<file path="config.mk">
export PLATFORM = sky130hd
export DESIGN_NAME = imag2real
export DESIGN_NICKNAME = d
export VERILOG_FILES = /design/src/rtl/imag2real.sv
export SDC_FILE = /design/constraint.sdc
export NUM_CORES = 1
export LEC_CHECK = 0
export CAP_MARGIN = 30
export CELL_PAD_IN_SITES_DETAIL_PLACEMENT = 1
export CELL_PAD_IN_SITES_GLOBAL_PLACEMENT = 1
export CORE_MARGIN = 2
export CORE_UTILIZATION = 34
export CTS_CLUSTER_DIAMETER = 150
export DETAILED_ROUTE_END_ITERATION = 7
export GPL_TIMING_DRIVEN = 0
export PLACE_DENSITY_LB_ADDON = 0.1
export SLEW_MARGIN = 20
export SYNTH_ARGS = -nofsm -noshare
export SYNTH_HDL_FRONTEND = slang
export SYNTH_SLANG_ARGS = --single-unit
</file>
<file path="constraint.sdc">
create_clock -name clk -period 2.5 [get_ports clk]
set_input_delay 0.5 -clock clk [delete_from_list [all_inputs] [get_ports clk]]
set_output_delay 0.5 -clock clk [all_outputs]
set_load 0.02 [all_outputs]
</file>
<file path="src/rtl/imag2real.sv">
// Maps a fixed-point complex point back to its 640x480 pixel coordinate.
// The real axis is divided by 7 using a bit-serial restoring divider; the imaginary axis is a shift.
module imag2real #(
  parameter int WIDTH      = 22,
  parameter int FRACTIONAL = 11,
  parameter int INTEGRAL   = 11
) (
  input  logic             clk,
  input  logic             rst,
  input  logic             in_valid,
  output logic             in_ready,
  input  logic [WIDTH-1:0] z_real_in,
  input  logic [WIDTH-1:0] z_imag_in,
  output logic             out_valid,
  input  logic             out_ready,
  output logic [9:0]       x_out,
  output logic [9:0]       y_out,
  output logic             in_range
);

  localparam int OW    = INTEGRAL + FRACTIONAL + 1;
  localparam int R_LIM = 640 * 7;
  localparam int I_LIM = 480 * 8;
  localparam logic [OW-1:0] ONE = OW'(1 << FRACTIONAL);

  typedef enum logic [1:0] {IDLE, DIV, DONE} state_t;

  state_t      state_q, state_d;
  logic [12:0] dividend_q, dividend_d;
  logic [9:0]  ybuf_q, ybuf_d;
  logic [2:0]  rem_q, rem_d;
  logic [9:0]  quot_q, quot_d;
  logic [3:0]  count_q, count_d;
  logic [9:0]  x_q, x_d;
  logic [9:0]  y_q, y_d;
  logic        inr_q, inr_d;
  logic        in_ready_q, in_ready_d;
  logic        out_valid_q, out_valid_d;

  logic [OW-1:0] off_r, off_i;
  logic          r_ok, i_ok;
  logic [3:0]    rem_ext;
  logic          q_bit;
  logic [2:0]    rem_nxt;
  logic [9:0]    quot_nxt;

  // Sign-extend by one bit so the largest positive input cannot wrap.
  always_comb begin
    off_r = {z_real_in[WIDTH-1], z_real_in} + ONE;
    off_i = {z_imag_in[WIDTH-1], z_imag_in} + ONE;
    r_ok  = !off_r[OW-1] && (off_r < OW'(R_LIM));
    i_ok  = !off_i[OW-1] && (off_i < OW'(I_LIM));
  end

  // Quotient keeps only 10 bits: the range check guarantees the upper bits are zero.
  always_comb begin
    rem_ext  = {rem_q, dividend_q[count_q]};
    q_bit    = (rem_ext >= 4'd7);
    rem_nxt  = q_bit ? 3'(rem_ext - 4'd7) : rem_ext[2:0];
    quot_nxt = {quot_q[8:0], q_bit};
  end

  always_comb begin
    state_d    = state_q;
    dividend_d = dividend_q;
    ybuf_d     = ybuf_q;
    rem_d      = rem_q;
    quot_d     = quot_q;
    count_d    = count_q;
    x_d        = x_q;
    y_d        = y_q;
    inr_d      = inr_q;
    case (state_q)
      IDLE: begin
        if (in_valid) begin
          if (r_ok && i_ok) begin
            dividend_d = off_r[12:0];
            ybuf_d     = off_i[12:3];
            rem_d      = '0;
            quot_d     = '0;
            count_d    = 4'd12;
            state_d    = DIV;
          end else begin
            x_d     = '0;
            y_d     = '0;
            inr_d   = 1'b0;
            state_d = DONE;
          end
        end
      end
      DIV: begin
        rem_d  = rem_nxt;
        quot_d = quot_nxt;
        if (count_q == 4'd0) begin
          x_d     = quot_nxt;
          y_d     = ybuf_q;
          inr_d   = 1'b1;
          state_d = DONE;
        end else begin
          count_d = count_q - 4'd1;
        end
      end
      DONE: begin
        if (out_ready) state_d = IDLE;
      end
      default: state_d = IDLE;
    endcase
    in_ready_d  = (state_d == IDLE);
    out_valid_d = (state_d == DONE);
  end

  always_ff @(posedge clk) begin
    if (rst) begin
      state_q     <= IDLE;
      dividend_q  <= '0;
      ybuf_q      <= '0;
      rem_q       <= '0;
      quot_q      <= '0;
      count_q     <= '0;
      x_q         <= '0;
      y_q         <= '0;
      inr_q       <= 1'b0;
      in_ready_q  <= 1'b1;
      out_valid_q <= 1'b0;
    end else begin
      state_q     <= state_d;
      dividend_q  <= dividend_d;
      ybuf_q      <= ybuf_d;
      rem_q       <= rem_d;
      quot_q      <= quot_d;
      count_q     <= count_d;
      x_q         <= x_d;
      y_q         <= y_d;
      inr_q       <= inr_d;
      in_ready_q  <= in_ready_d;
      out_valid_q <= out_valid_d;
    end
  end

  assign in_ready  = in_ready_q;
  assign out_valid = out_valid_q;
  assign x_out     = x_q;
  assign y_out     = y_q;
  assign in_range  = inr_q;

endmodule
</file>
Word-level counts from Yosys, hierarchy flattened
Index checks and enable logic that the tools add are counted.
Word-level totals
  output and inout port bits: 23
  input bits: 48
  register bits after elaboration: 64
Cells by class
  $add $sub $neg: 4
  order comparisons: 4
  eq/ne operators: 8
  reduce and logical (&&, ||, !) cells: 13
  mux-type cells: 28
Operator list (number)
  $add 22x13->23 const B: 2
  $mux 10: 4
  $pmux 10 s2: 2
  $lt 23x12->1 const B: 1
  $lt 23x13->1 const B: 1
  $mux 9: 2
  $pmux 9 s2: 1
  $mux 4: 3
  $ne 2x2->1 const B: 5
  $mux 3: 3
  $mux 2: 4
  $pmux 4 s2: 1
  $reduce_and 4->1: 2
  $pmux 2 s3: 1
  $pmux 3 s2: 1
  $reduce_and 3->1: 2
  $lt 4x5->1 const B: 1
  $bmux 1 s4: 1
  $eq 2x2->1 const B: 2
  $ge 4x3->1 const B: 1
  $logic_not 2->1: 2
  $logic_not 4->1: 1
  $mux 1: 4
  $sub 4x1->4 const B: 1
  6 further kinds: 9

Longest topological paths before layout
  depth after elaboration: 8
  gate-level depth with buffers: 11
  mapped depth without buffers: 10

Worst setup path before layout
OpenSTA, ideal clock, no wires.
  path kind: input-to-reg
  start: in z_imag_in[11]
  end: reg x_q[0] (netlist: x_out[0])
  setup time: 0.064 ns
  arrival time: 2.676 ns
  cell stages on the path: 9
  required time: 2.436 ns
  path slack: -0.240 ns
  cells stage by stage: ha_1 -> or2_1 -> a221oi_2 -> nand4_2 -> or4_1 -> o41ai_2 -> buf_6 -> a21oi_2 -> nor2_2
Between the ends
  longest elaborated chain between the ends: 6
  elaborated cells between the ends (all ways): 7
  classes of those cells: add/sub: 1; order compare: 1; eq/ne: 1; reduce/logical: 4
RTL lines
  from (decl): RTL line 13  | input logic [WIDTH-1:0] z_imag_in,
  $add 22x13->23 (*): RTL line 50  | off_i = {z_imag_in[WIDTH-1], z_imag_in} + ONE;
  $lt 23x12->1 or $logic_not 1->1 (tied branches): RTL line 52  | i_ok = !off_i[OW-1] && (off_i < OW'(I_LIM));
  $logic_and 1x1->1 (*): RTL line 52
  $logic_and 1x1->1 (*): RTL line 76  | if (r_ok && i_ok) begin
  $ne 2x2->1 (no line) (*)
  $reduce_and 4->1 (no line) (*)
  to (signal assigned): RTL line 120  | x_q <= '0;
  to (signal assigned): RTL line 132  | x_q <= x_d;
  to (decl): RTL line 34  | logic [9:0] x_q, x_d;
Every way passes the cells marked *; elsewhere a longest branch is shown, timed or not.
A chain may end at the register's enable or synchronous reset.

Worst setup path after layout
  start: in z_imag_in[12]
  end: reg y_q[8] (netlist: y_out[8])
Between the ends
  longest elaborated chain between the ends: 6
  elaborated cells between the ends (all ways): 7
  classes of those cells: add/sub: 1; order compare: 1; eq/ne: 1; reduce/logical: 4
RTL lines
  $add 22x13->23 (*): RTL line 50
  $lt 23x12->1 or $logic_not 1->1 (tied branches): RTL line 52
  $logic_and 1x1->1 (*): RTL line 52
  $logic_and 1x1->1 (*): RTL line 76
  $ne 2x2->1 (no line) (*)
  $reduce_and 4->1 (no line) (*)
  to (signal assigned): RTL line 133  | y_q <= y_d;
  to (decl): RTL line 35  | logic [9:0] y_q, y_d;
Marks and branches as above.

==> results.md <==
* Syn_nets at 392
* Gpl congestion at 0.7571
* Initial antenna violation count at 0
* RSZ-0062 raised after global routing: true
* Worst r2r src: count_q[0]$_SDFFE_PP0P_
* 1st-pass router iterations at 4
* Yosys warnings at 0
* Synth Register Bits at 64
* Critical Path RT at 2.77 ns
* Highest clock rate at 0.3915 GHz
* Clk sinks at 64
* Final setup fails at 17
* Status: finished with violations
* Most frequent CP cell: buf_8
* CP Class: input port to register
* Final worst path period need at 2.554 ns
* Die X at 100.3 µm
* Critical path startpoint: z_imag_in[12]
* H-tree Lvls at 3
* Largest stage delay, worst path at 0.57 ns
* Clock power share at 44.4%
* Sw frac at 24.50%
* Commonest cells in the netlist: 64 x dfxtp_1, 39 x nor2_1, 25 x mux2i_1
* CTS Buf Count at 9
* Most common flop cell mapped by yosys: dfxtp_1
* DP Wirelength at 6.157 mm
* Fillers at 1,034
* Reg-to-reg slack, setup at 0.14 ns
* Largest net degree at the start of global routing at 13
* Post-synth EDFFs at 0
* Effective utilization at floorplan at 34.62%
* Seq/Total Area, Yosys at 40.63%
* Layout Skew at 0.01342 ns
* Fin nets at 483
* # Max-Cap Violations at 0
* Overall Global Routing Usage at 18.54%
* Die height at 100.3 µm
* Setup crit end kind: register
* Critical-path maximum fanout at 5
* Worst Setup Start Kind: input port
* Failing checks: setup timing
* Drt total wl at 8.996 mm
* Power, Total at 2257 µW
* Met3 WL at 349 µm
* Largest delay share family, worst path: simple AND/OR/NAND/NOR gates
* Arrival time worst endpoint at 2.82 ns
* First-pass GRT wire length at 14.46 mm
* CTS max path bufs at 2
* Core ar. at 9109 µm²
* Top sig layer: met4
* Crit share post-route at 102.2%
* Tightest Pin Transition at 0.6527 ns
* Reg2Reg Depth at 11
* Final Max Slew Viols at 0
* # IOs at 71
* DRT iter0 DRCs at 72
* Worst-skew pair later-pin latency at 0.35 ns
* Grt ovf at 0
* # port buffers at 67
* # diodes at 0
* Worst VDD drop at 0.3104 mV
* Leak at 0.001808 µW
* Sequential Power Share at 45.3%
* Share of the synthesized area in the top cell type at 40.63%
* Critical path depth in cells at 11
* Slowest CP cell: or4_4
* M1 WL at 4.235 mm
* DR vias at 2,826
* Final worst setup slack at -0.05422 ns
* Reg clk slew, reported paths at 0.07 ns
* Final ANT Viol Nets at 0
* Buffers plus inverters on the worst setup path at 3
* Hold Crit Class: register to register
* Sw Pwr at 552.9 µW
* CTS Hold Bufs at 0
* FP Rows at 35
* CTS tree: yes
* Wire per inst at 16.54 µm
* Via density at 5.195
* Synth-to-Final Area Change at 42.98%
* Final Hold Fails at 0
* Die area at 10,060 µm²
* Syn Area/Cell at 9.356 µm²
* Count leader, synth: dfxtp_1
* Post-synthesis cell count at 337
* Share of post-route cells with drive strength above 1 at 26.56%
* Area contributors post-synth: dfxtp_1 41%, mux2i_1 7.9%, a22oi_2 7.5%
* Slew headroom at 56.49%
* CTS root buffer: clkbuf_8
* Mapped cell area at 3153 µm²
* DRC at 0
* R2r endpoint: rem_q[1]$_SDFFE_PP0P_
* Async set-reset flop share out of synthesis at 0%
* Vias in the first global route at 2,856
* Leading area contributor after synthesis: dfxtp_1
* Pint at 1704 µW
* Final TNS setup at -0.4580 ns
* PwrDens at 500.6 nW/µm²
* Crit path to: y_out[8]$_SDFFE_PP0P_
* Number of distinct library cells after synthesis at 57
* Met2 WL post-DR at 4.301 mm
* Logic pwr share at 10.3%
* Worst path cell trace: buf_8 > ha_4 > or2_1 > a221oi_2 > nand4_2 > or4_4 > o41ai_4 > buf_6 > buf_8 > a22oi_2 > nor2_2
## kinds of logic after synthesis
| kind of cell | count (synthesis) | share of synthesized area, % |
|---|---|---|
| AND/OR/NAND/NOR | 138 | 23.45 |
| AO/OA/AOI/OAI | 69 | 18.10 |
| flip-flops | 64 | 40.63 |
| adder cells (fa/ha/maj) | 7 | 2.778 |
| buffers and inverters | 28 | 4.127 |
| multiplexers | 28 | 10.08 |
| XOR/XNOR | 3 | 0.8335 |
## power groups by stage
stage / Sequential, µW / Combinational, µW / Clock, µW
after floorplan: 1050 / 87.6 / 0
after global routing: 1020 / 251 / 1070
after detailed placement: 1050 / 209 / 0
after global placement: 1050 / 207 / 0
after CTS: 1020 / 233 / 1020
final: 1020 / 231 / 1000
## routing by layer
layer	global-route usage (%)	vias to the layer above
met5	0	-
met4	6.112	0
met3	4.596	10
met2	31.13	55
met1	23.29	1369
li1	-	1392
## cell usage in the layout (no fill, tap or decap), drive strengths merged, types with 4 or more instances in the layout
master,n
buf,25
ha,7
nor3,4
inv,8
nor2,59
nand4,7
a22oi,19
a31oi,4
dlygate4sd2,7
dlymetal6s2s,8
nand3,14
clkbuf,23
nand2b,6
clkdlybuf4s50,47
and3,5
a21oi,21
and2,4
dfxtp,64
o21ai,6
nand2,21
mux2i,25
## state kept, by name, summed over array words and instances, names as in the netlist
name	count
count_q	4
dividend_q	13
in_range	1
in_ready	1
out_valid	1
quot_q	9
rem_q	3
state_q	2
x_out	10
y_out	10
ybuf_q	10
## worst reg2reg max path: stages, from the launching register on
cell	delay, ns
dfxtp_1	0.33
buf_6	0.14
mux4_2	0.50
and2_0	0.18
o21ai_2	0.17
o21ai_2	0.09
ha_2	0.21
a21oi_4	0.15
mux2i_1	0.20
nor2_1	0.05
a31oi_1	0.16
nor2_1	0.05
## area by class of cell
type	instances	area [µm²]	share of cell area (%)
flip-flops and latches	64	1282	28.45
clock inverters	6	93.84	2.082
multi-input cells	245	1872	41.52
repair buffers	81	823.3	18.26
well taps	111	138.9	3.081
inverters	8	30.03	0.6661
clock buffers	10	127.6	2.831
plain buffers	19	140.1	3.109
## worst min-delay path by stage
stage                                        endpoint                   startpoint  slack (ns)  cells past startpoint
final                     dividend_q[12]$_SDFFE_PP0P_  dividend_q[12]$_SDFFE_PP0P_        0.46                      2
after floorplan           dividend_q[12]$_SDFFE_PP0P_  dividend_q[12]$_SDFFE_PP0P_        0.44                      2
after global placement    dividend_q[12]$_SDFFE_PP0P_  dividend_q[12]$_SDFFE_PP0P_        0.44                      2
after CTS                 dividend_q[12]$_SDFFE_PP0P_  dividend_q[12]$_SDFFE_PP0P_        0.46                      2
after global routing           ybuf_q[6]$_SDFFE_PP0P_                 z_imag_in[9]        0.48                      3
after detailed placement  dividend_q[12]$_SDFFE_PP0P_  dividend_q[12]$_SDFFE_PP0P_        0.45                      2
## repair_timing
item	CTS	global route
endpoints found under the setup margin	64	52
pin swaps	10	12
buffers inserted	5	6
resized for setup	59	24
gates cloned	2	1
## per-stage QoR
stage	cell area [µm²]	util [%]	hold slack, ns	instances	setup WS, ns
3_3_place_gp	4000	43.91	0.4444	515	-0.9174
2_1_floorplan	3191	-	0.4364	337	0.01895
3_5_place_dp	4000	43.91	0.4499	515	-0.9448
5_1_grt	4508	49.49	0.4807	544	-0.1761
4_1_cts	4374	48.02	0.4595	537	-0.06491
6_report	4508	49.49	0.4606	544	-0.05422
No activity file was read; power rests on OpenSTA's default activity.
